[config.mk]
export PLATFORM = sky130hd
export DESIGN_NAME = key_conditioner
export DESIGN_NICKNAME = d
export VERILOG_FILES = /design/src/rtl/key_conditioner.sv
export SDC_FILE = /design/constraint.sdc
export NUM_CORES = 1
export LEC_CHECK = 0
export CAP_MARGIN = 20
export CORE_MARGIN = 3
export CORE_UTILIZATION = 50
export CTS_CLUSTER_DIAMETER = 120
export DETAILED_ROUTE_END_ITERATION = 12
export PLACE_DENSITY = 0.67
export SYNTH_ARGS = -nofsm -noshare
export SYNTH_HDL_FRONTEND = slang
export SYNTH_SLANG_ARGS = --single-unit
[constraint.sdc]
create_clock -name CLK -period 7.5 [get_ports CLK]
set_clock_uncertainty 0.1 [all_clocks]
set_input_delay 0.75 -clock CLK [delete_from_list [all_inputs] [get_ports CLK]]
set_output_delay 0.75 -clock CLK [all_outputs]
set_load 0.1 [all_outputs]
[src/rtl/key_conditioner.sv]
// Pushbutton conditioner: synchronises each active-low key, debounces it with a
// per-key four-state qualifier and produces registered PRESS/RELEASE strobes and a HELD level.
module key_conditioner #(
    parameter int NKEYS           = 4,
    parameter int DEBOUNCE_CYCLES = 500000,
    parameter int CNT_W           = 20
) (
    input  logic             CLK,
    input  logic             RST,
    input  logic [NKEYS-1:0] KEY,
    output logic [NKEYS-1:0] PRESS,
    output logic [NKEYS-1:0] RELEASE,
    output logic [NKEYS-1:0] HELD
);

    typedef enum logic [1:0] {
        IDLE   = 2'd0,
        ARM    = 2'd1,
        DOWN   = 2'd2,
        DISARM = 2'd3
    } state_t;

    localparam logic [CNT_W-1:0] CNT_LAST = CNT_W'(DEBOUNCE_CYCLES - 1);
    localparam logic [CNT_W-1:0] CNT_ONE  = CNT_W'(1);
    localparam logic [CNT_W-1:0] CNT_ZERO = {CNT_W{1'b0}};

    logic [NKEYS-1:0] s1_r;
    logic [NKEYS-1:0] s2_r;
    logic [NKEYS-1:0] raw_p_s;

    // Two-flop synchroniser; idles at 1 so a reset looks like "all released".
    always_ff @(posedge CLK or posedge RST) begin
        if (RST) begin
            s1_r <= {NKEYS{1'b1}};
            s2_r <= {NKEYS{1'b1}};
        end else begin
            s1_r <= KEY;
            s2_r <= s1_r;
        end
    end

    assign raw_p_s = ~s2_r;

    for (genvar k = 0; k < NKEYS; k++) begin : g_key
        state_t           state_r;
        state_t           state_nxt_s;
        logic [CNT_W-1:0] cnt_r;
        logic [CNT_W-1:0] cnt_nxt_s;
        logic             press_nxt_s;
        logic             release_nxt_s;
        logic             press_r;
        logic             release_r;
        logic             held_r;

        // Qualification FSM: a level must persist DEBOUNCE_CYCLES edges after ARM/DISARM entry.
        always_comb begin
            state_nxt_s   = state_r;
            cnt_nxt_s     = cnt_r;
            press_nxt_s   = 1'b0;
            release_nxt_s = 1'b0;
            case (state_r)
                IDLE: begin
                    if (raw_p_s[k]) begin
                        state_nxt_s = ARM;
                        cnt_nxt_s   = CNT_ZERO;
                    end else begin
                        state_nxt_s = IDLE;
                    end
                end
                ARM: begin
                    if (!raw_p_s[k]) begin
                        state_nxt_s = IDLE;
                    end else if (cnt_r == CNT_LAST) begin
                        state_nxt_s = DOWN;
                        press_nxt_s = 1'b1;
                    end else begin
                        cnt_nxt_s = cnt_r + CNT_ONE;
                    end
                end
                DOWN: begin
                    if (!raw_p_s[k]) begin
                        state_nxt_s = DISARM;
                        cnt_nxt_s   = CNT_ZERO;
                    end else begin
                        state_nxt_s = DOWN;
                    end
                end
                DISARM: begin
                    if (raw_p_s[k]) begin
                        state_nxt_s = DOWN;
                    end else if (cnt_r == CNT_LAST) begin
                        state_nxt_s   = IDLE;
                        release_nxt_s = 1'b1;
                    end else begin
                        cnt_nxt_s = cnt_r + CNT_ONE;
                    end
                end
                default: begin
                    state_nxt_s = IDLE;
                    cnt_nxt_s   = CNT_ZERO;
                end
            endcase
        end

        // State, counter and registered outputs; HELD follows the state being entered.
        always_ff @(posedge CLK or posedge RST) begin
            if (RST) begin
                state_r   <= IDLE;
                cnt_r     <= CNT_ZERO;
                press_r   <= 1'b0;
                release_r <= 1'b0;
                held_r    <= 1'b0;
            end else begin
                state_r   <= state_nxt_s;
                cnt_r     <= cnt_nxt_s;
                press_r   <= press_nxt_s;
                release_r <= release_nxt_s;
                held_r    <= (state_nxt_s == DOWN) || (state_nxt_s == DISARM);
            end
        end

        assign PRESS[k]   = press_r;
        assign RELEASE[k] = release_r;
        assign HELD[k]    = held_r;
    end

endmodule

After elaboration in Yosys (flattened, before gate mapping)
Index checks and enable logic that the tools add are counted.
{ "classes": {"bitwise": 1, "n_addsub": 4, "eq_ne": 40, "reduce_logical": 12, "mux": 72} }
{ "ops": {"columns": ["op", "count"], "rows": [
  ["$mux 20", 20],
  ["$pmux 20 s4", 4],
  ["$add 20x1->20 const B", 4],
  ["$eq 20x19->1 const B", 4],
  ["$eq 2x2->1 const B", 16],
  ["$mux 2", 16],
  ["$ne 2x2->1 const B", 16],
  ["$pmux 2 s4", 4],
  ["$mux 1", 28],
  ["$reduce_and 4->1", 4],
  ["$eq 2x1->1 const B", 4],
  ["$logic_not 2->1", 4],
  ["$logic_or 1x1->1", 4],
  ["$not 4->4", 1]
]} }
{ "totals": {"register_bits": 108, "input_bits": 6, "output_inout_bits": 12, "word_cells": 151} }

Logic depth before layout (Yosys ltp)
Gate-level depths: netlist of run 1.
{ "logic_depth": {"depth_word": 6, "depth_mapped": 8, "mapped_depth_nobuf": 7} }

Least setup slack after synthesis of run 1
Ideal clock, no wire load.
{ "synth_path": {"path_kind": "reg2reg", "from": "register g_key[0].cnt_r[0]", "to": "register g_key[0].cnt_r[8]", "t_arrival_ps": 1982, "synth_period_minus_slack_ps": 2214, "path_buffers": 1, "slack_ps": 5286, "path_stages_with_launch": 9, "required_time_ps": 7268, "setup_ps": 132, "path_cell_list": "dfrtp_1 > ha_1 > nand3_1 > or4b_1 > o31ai_2 > inv_2 > nand2_1 > buf_2 > o31ai_1"} }
{ "synth_via": {"elab_chain_cells": 4, "word_cells_on_any_way": 6, "cone_classes": "add/sub: 1; eq/ne: 1; mux: 4"} }
{ "synth_rtl": {"columns": ["element", "line_no", "text"], "rows": [
  ["start: declaration", "47", "logic [CNT_W-1:0] cnt_r;"],
  ["start signal: assignment", "115", "cnt_r <= cnt_nxt_s;"],
  ["$add 20x1->20 / $eq 20x19->1 (equally long branches)", null, null],
  ["$mux 20 *", "73, 91", null],
  ["$mux 20, on equally long branches", "89, 71", null],
  ["$pmux 20 s4 *", "61", "case (state_r)"]
]} }
Mark *: on every way between the ends. The rest lies on a longest branch, timed or not. The select of a mux whose other input is x is not followed.
A chain may end at the register's enable or synchronous reset.

Worst setup path in the final report of run 1
{ "layout_path": {"from": "register g_key[2].held_r", "to": "output port HELD[2]"} }
{ "layout_rtl": {"columns": ["element", "line_no", "text"], "rows": [
  ["start: declaration", "53", "logic held_r;"],
  ["start signal: assignment", "118", "held_r <= (state_nxt_s == DOWN) || (state_nxt_s == DISARM);"],
  ["end: declaration", "13", "output logic [NKEYS-1:0] HELD"]
]} }
No word-level cell between the ends.

==> impl_metrics.json, run 1 <==
{
  "syn_inst": 565,
  "crit_family": "buffers and inverters",
  "synthFlopType": "dfrtp_1",
  "die_area_um2": 12200,
  "antennaDiodeCount": 0,
  "antenna_found_initial": 1,
  "utilization": 0.557,
  "ios": 18,
  "core-area_um2": 10500,
  "cts-hold-fix-buffers": 0,
  "rrSetupSlack_ns": 4.86,
  "grt_pass1_wl_mm": 18.9,
  "cp.required_ns": 6.65,
  "post_cts_resized": 0,
  "die_x_um": 110,
  "crit_path_start_kind": "flip-flop",
  "drt-initial-drc-count": 234,
  "critPathKind": "reg2out",
  "setup_tns_ns": 0,
  "setup_violations": 0,
  "initial_core_util": 0.522,
  "place_congestion": 0.851,
  "clk_pin_slew_ns": 0.10,
  "drc": 0,
  "io_buffer_count": 17,
  "grt_use_total": 0.182,
  "max_freq_mhz": 372,
  "root_buffer": "clkbuf_8",
  "worstHoldPathType": "reg2reg",
  "rr_worst_depth": 6,
  "num_vias": 4211,
  "synth_cell_types": 57,
  "seq_area_frac_synth": 0.497,
  "hold-worst-slack_ns": 0.261,
  "grt_max_degree": 58,
  "period_share": 0.359,
  "drtAntennaViolNets": 0,
  "leakagePower_nw": 2.50,
  "endpoint_kind": "output pin",
  "finalNetCount": 575,
  "clockBufferDepth": 2,
  "grt_pass1_vias": 4001,
  "slew_violations": 0,
  "worstHoldStart": "s1_r[3]",
  "ir_drop_mv": 0.158,
  "postCtsSetupBuffers": 0,
  "area_growth_pct": 6.74,
  "status": "completed",
  "path_cells": "clkdlybuf4s50_1",
  "hold_path_depth": 0,
  "h-tree-depth": 3,
  "ys_ff_latch": 108,
  "ys_warn_count": 0,
  "dpl.hpwl_mm": 7.12,
  "slowest_stage": "clkdlybuf4s50_1",
  "cts_tree": "built",
  "rr_startpoint": "g_key[1].state_r[0]",
  "rows": 37,
  "rsz0062_at_grt": "false",
  "cts_buffers": 9,
  "die_h_um": 110,
  "mappedNetlistArea_um2": 5460,
  "worstMarginPinSlew_ns": 1.03,
  "hold_viol_final": 0,
  "max_stage_delay_ns": 1.12,
  "routedWlPerCell_um": 15.2,
  "wirelength_mm": 10.8,
  "period_needed_ns": 2.69,
  "async_flop_share": 1.00,
  "p_per_area_nw_per_um2": 171,
  "hold_path_end": "s2_r[3]",
  "clk_latency_ns": 0.37,
  "cp.arrival_ns": 1.84,
  "drv_cap": 0,
  "rr_endpoint": "g_key[1].cnt_r[6]",
  "final_cells": 706,
  "synth.avg_cell_area_um2": 9.66,
  "maxSlewHeadroom": 0.309,
  "crit_path_max_fanout": 1,
  "synth_edf_count": 0,
  "setup.worst_path.start": "g_key[2].held_r",
  "cts.sinks": 108,
  "drt_pre_antenna_iters": 4,
  "final_layout_size_suffix_gt1_frac": 0.0754,
  "path_buf_inv": 1,
  "synth_fp_nets": 575,
  "dp.cells": 689,
  "grt_overflow_total": 0,
  "viasPerCell": 5.96
}
through the flow:
step	setup slack [ns]	area, um^2	power (mW)
final	4.81	5830	0.995
after global placement	4.93	5640	0.678
after CTS	4.78	5820	1.01
after floorplan	3.82	5460	0.662
after global routing	4.65	5830	1.04
after detailed placement	4.87	5640	0.680
cell type report:
type	count	area (um^2)
inverter	10	40.0
multi-input combinational	416	2530
clock buffer	11	141
clock inverter	5	37.5
tap	136	170
timing repair buffer	20	193
fill	932	4640
sequential	108	2710
per-layer routing:
metal | vias up | global-route usage | part of all wire
met4 | 2 | 0.0616 | 0.012
met2 | 73 | 0.286 | 0.47
met1 | 2057 | 0.246 | 0.48
li1 | 2066 | - | -
met5 | - | 0 | 0.00084
met3 | 13 | 0.0455 | 0.040
registers in the layout, indices dropped and copies added (netlist names):
signal / cells
g_key.cnt_r: 80
g_key.held_r: 4
g_key.press_r: 4
g_key.release_r: 4
g_key.state_r: 8
s1_r: 4
s2_r: 4
synth_stat cells (all sizes together) (7+ instances only):
cell | number | share of area
nor4 | 11 | 0.014
buf | 17 | 0.023
inv | 10 | 0.0069
a21oi | 14 | 0.013
nand4 | 24 | 0.030
nand3 | 35 | 0.032
a21o | 9 | 0.012
mux2i | 10 | 0.018
o41ai | 7 | 0.015
nand2 | 64 | 0.044
o31ai | 25 | 0.035
nor3 | 12 | 0.011
o21ai | 44 | 0.041
xor2 | 22 | 0.035
dfstp | 8 | 0.039
clkbuf | 14 | 0.0096
and3 | 15 | 0.017
dfrtp | 100 | 0.46
or4 | 8 | 0.012
and2 | 7 | 0.0080
nor2 | 51 | 0.036
cell usage in the layout, fill, tap and decap left out, types with 5 or more instances in the layout:
| master | n |
|---|---|
| nor3_1 | 12 |
| o21ai_0 | 8 |
| or4_1 | 7 |
| nand4_1 | 23 |
| and4_1 | 5 |
| xnor2_1 | 6 |
| dfrtp_1 | 100 |
| nor2_1 | 50 |
| and2_1 | 7 |
| inv_1 | 7 |
| nor4_1 | 10 |
| o41ai_1 | 6 |
| nand3_1 | 35 |
| o21ai_1 | 35 |
| dfstp_2 | 8 |
| o31ai_1 | 24 |
| a21o_1 | 9 |
| and3_1 | 14 |
| nand2b_1 | 6 |
| a31oi_1 | 6 |
| clkbuf_8 | 10 |
| xor2_1 | 22 |
| a21oi_1 | 14 |
| clkdlybuf4s50_1 | 17 |
| nand2_1 | 63 |
| mux2i_1 | 10 |
worst max path at each step:
stage	end	cells after the start
5_1_grt	g_key[1].cnt_r[6]	6
4_1_cts	RELEASE[0]	1
6_report	HELD[2]	1
3_5_place_dp	g_key[1].cnt_r[6]	6
3_3_place_gp	g_key[1].cnt_r[8]	6
2_1_floorplan	g_key[0].cnt_r[0]	1
logic make-up (layout without fill, tap and decap cells):
logic type	after synthesis	in the layout	share of synthesized area
AND/OR/NAND/NOR	257	257	0.250
XOR/XNOR	28	28	0.0449
buffers and inverters	41	46	0.0392
multiplexers	10	10	0.0183
AO/OA/AOI/OAI	117	117	0.142
flip-flops	108	108	0.497
adder cells (fa/ha/maj)	4	4	0.00917
power breakdown:
| group | switching [mW] | internal, mW |
|---|---|---|
| logic | 0.0392 | 0.0177 |
| registers | 0.0161 | 0.595 |
| clock network | 0.196 | 0.131 |
| total | 0.252 | 0.744 |
Note: power is estimated with default switching activity, not from simulation.
==> inputs of run 2 (changes only) <==
- clock period: 7.5 -> 2.5 ns (I/O delays scaled with it)
==> impl_metrics.json, run 2 (synthesized netlist as in run 1, its figures left out) <==
{
  "rr_startpoint": "g_key[2].cnt_r[5]",
  "die_area_um2": 12200,
  "p_int_mw": 2.23,
  "clockBufferDepth": 2,
  "cts-hold-fix-buffers": 0,
  "period_share": 0.926,
  "dpl.hpwl_mm": 7.53,
  "ir_drop_mv": 0.343,
  "hold_path_depth": 1,
  "ios": 18,
  "maxSlewHeadroom": 0.371,
  "largest_reg_flops": 80,
  "worstMarginPinSlew_ns": 0.937,
  "final_cell_mix": "100 x dfrtp_1, 63 x nand2_1, 50 x nor2_1",
  "cp.arrival_ns": 2.50,
  "root_buffer": "clkbuf_8",
  "rows": 37,
  "setup_violations": 0,
  "max_freq_mhz": 432,
  "netSwitchingPower_mw": 0.815,
  "period_needed_ns": 2.31,
  "pwr-share-clk": 0.335,
  "rr_endpoint": "g_key[2].cnt_r[5]",
  "hold_viol_final": 0,
  "cts.sinks": 108,
  "layout_commonest_cell": "dfrtp_1",
  "endpoint_kind": "flip-flop",
  "p_per_area_nw_per_um2": 515,
  "post_cts_resized": 0,
  "grt_max_degree": 61,
  "crit_path_start_kind": "flip-flop",
  "swShare": 0.268,
  "p_seq_frac": 0.602,
  "clk_latency_ns": 0.39,
  "finalNetCount": 587,
  "drt_pre_antenna_iters": 5,
  "slew_violations": 0,
  "die_x_um": 110,
  "power_mw": 3.04,
  "antenna_found_initial": 0,
  "top_regs": "g_key.cnt_r x80, g_key.state_r x8",
  "worstHoldPathType": "in2reg",
  "crit_path_max_fanout": 14,
  "postCtsSetupBuffers": 0,
  "setup_slack_ns": 0.186,
  "area_growth_pct": 8.16,
  "drc": 0,
  "place_congestion": 0.822,
  "dp_slack_ns": 0.172,
  "setup_tns_ns": 0,
  "final_layout_size_suffix_gt1_frac": 0.117,
  "drt-initial-drc-count": 271,
  "cp.required_ns": 2.68,
  "status": "completed",
  "cts_tree": "built",
  "combPwrFrac": 0.062,
  "rr_worst_depth": 5,
  "drv_cap": 0,
  "viasPerCell": 5.91,
  "critPathKind": "reg2reg",
  "grt_pass1_vias": 4034,
  "core-area_um2": 10500,
  "cts_buffers": 9,
  "rsz0062_at_grt": "false",
  "die_h_um": 110,
  "num_vias": 4243,
  "drtAntennaViolNets": 0,
  "grt_overflow_total": 0,
  "worstHoldStart": "KEY[2]",
  "rrSetupSlack_ns": 0.19,
  "hold_path_end": "s1_r[2]",
  "wirelength_mm": 10.9,
  "leakagePower_nw": 2.58,
  "grt_use_total": 0.187,
  "top_register": "g_key.cnt_r",
  "h-tree-depth": 3,
  "antennaDiodeCount": 0,
  "initial_core_util": 0.522,
  "grt_pass1_wl_mm": 19.2,
  "routedWlPerCell_um": 15.2,
  "io_buffer_count": 17,
  "clk_pin_slew_ns": 0.11
}
## run 2: metrics by stage
step	hold slack, ns	instance area, um^2	instances	util
after floorplan	0.154	5460	565	-
after global placement	0.246	5710	701	0.546
after detailed placement	0.247	5710	701	0.546
after CTS	0.135	5900	717	0.564
after global routing	0.132	5900	718	0.564
final	0.157	5900	718	0.564
## run 2: per-layer routing
layer | vias to the layer above | wire [um] | track usage | part of all wire
li1 | 2087 | - | - | -
met1 | 2082 | 5410 | 0.261 | 0.49
met2 | 61 | 5040 | 0.297 | 0.46
met3 | 13 | 370 | 0.0449 | 0.034
met4 | 0 | 119 | 0.0443 | 0.011
met5 | - | 0 | 0 | 0
## run 2: layout make-up
type                            instances  area [um^2]
Tap cell                              136          170
Fill cell                             958         4560
Clock buffer                            9          124
Clock inverter                          7         58.8
Multi-Input combinational cell        416         2530
Inverter                               10         41.3
Sequential cell                       108         2710
Timing Repair Buffer                   32          265
## run 2: critical path, cell delays in order, from the launching register on
cell	delay [ns]
dfrtp_1	0.45
or4_1	0.56
or4_4	0.65
o21ai_1	0.19
xor2_1	0.20
nor2_1	0.06
## run 2: how the worst max path moves through the flow
stage                       from                end  slack (ns)  depth (start not counted)
6_report       g_key[2].cnt_r[5]  g_key[2].cnt_r[5]        0.19                          5
5_1_grt        g_key[0].cnt_r[0]  g_key[0].cnt_r[5]        0.02                          7
4_1_cts        g_key[2].cnt_r[5]  g_key[2].cnt_r[5]        0.14                          5
3_5_place_dp   g_key[2].cnt_r[5]  g_key[2].cnt_r[5]        0.17                          5
3_3_place_gp   g_key[2].cnt_r[5]  g_key[2].cnt_r[5]        0.22                          5
2_1_floorplan  g_key[0].cnt_r[0]  g_key[0].cnt_r[8]        0.29                          8
## run 2: power by group through the flow
stage,Combinational [mW],Sequential [mW],Clock (mW)
floorplan,0.135,1.85,0
CTS,0.192,1.83,1.06
finish,0.190,1.83,1.02
detailed placement,0.191,1.86,0
global route,0.218,1.84,1.12
global placement,0.186,1.86,0
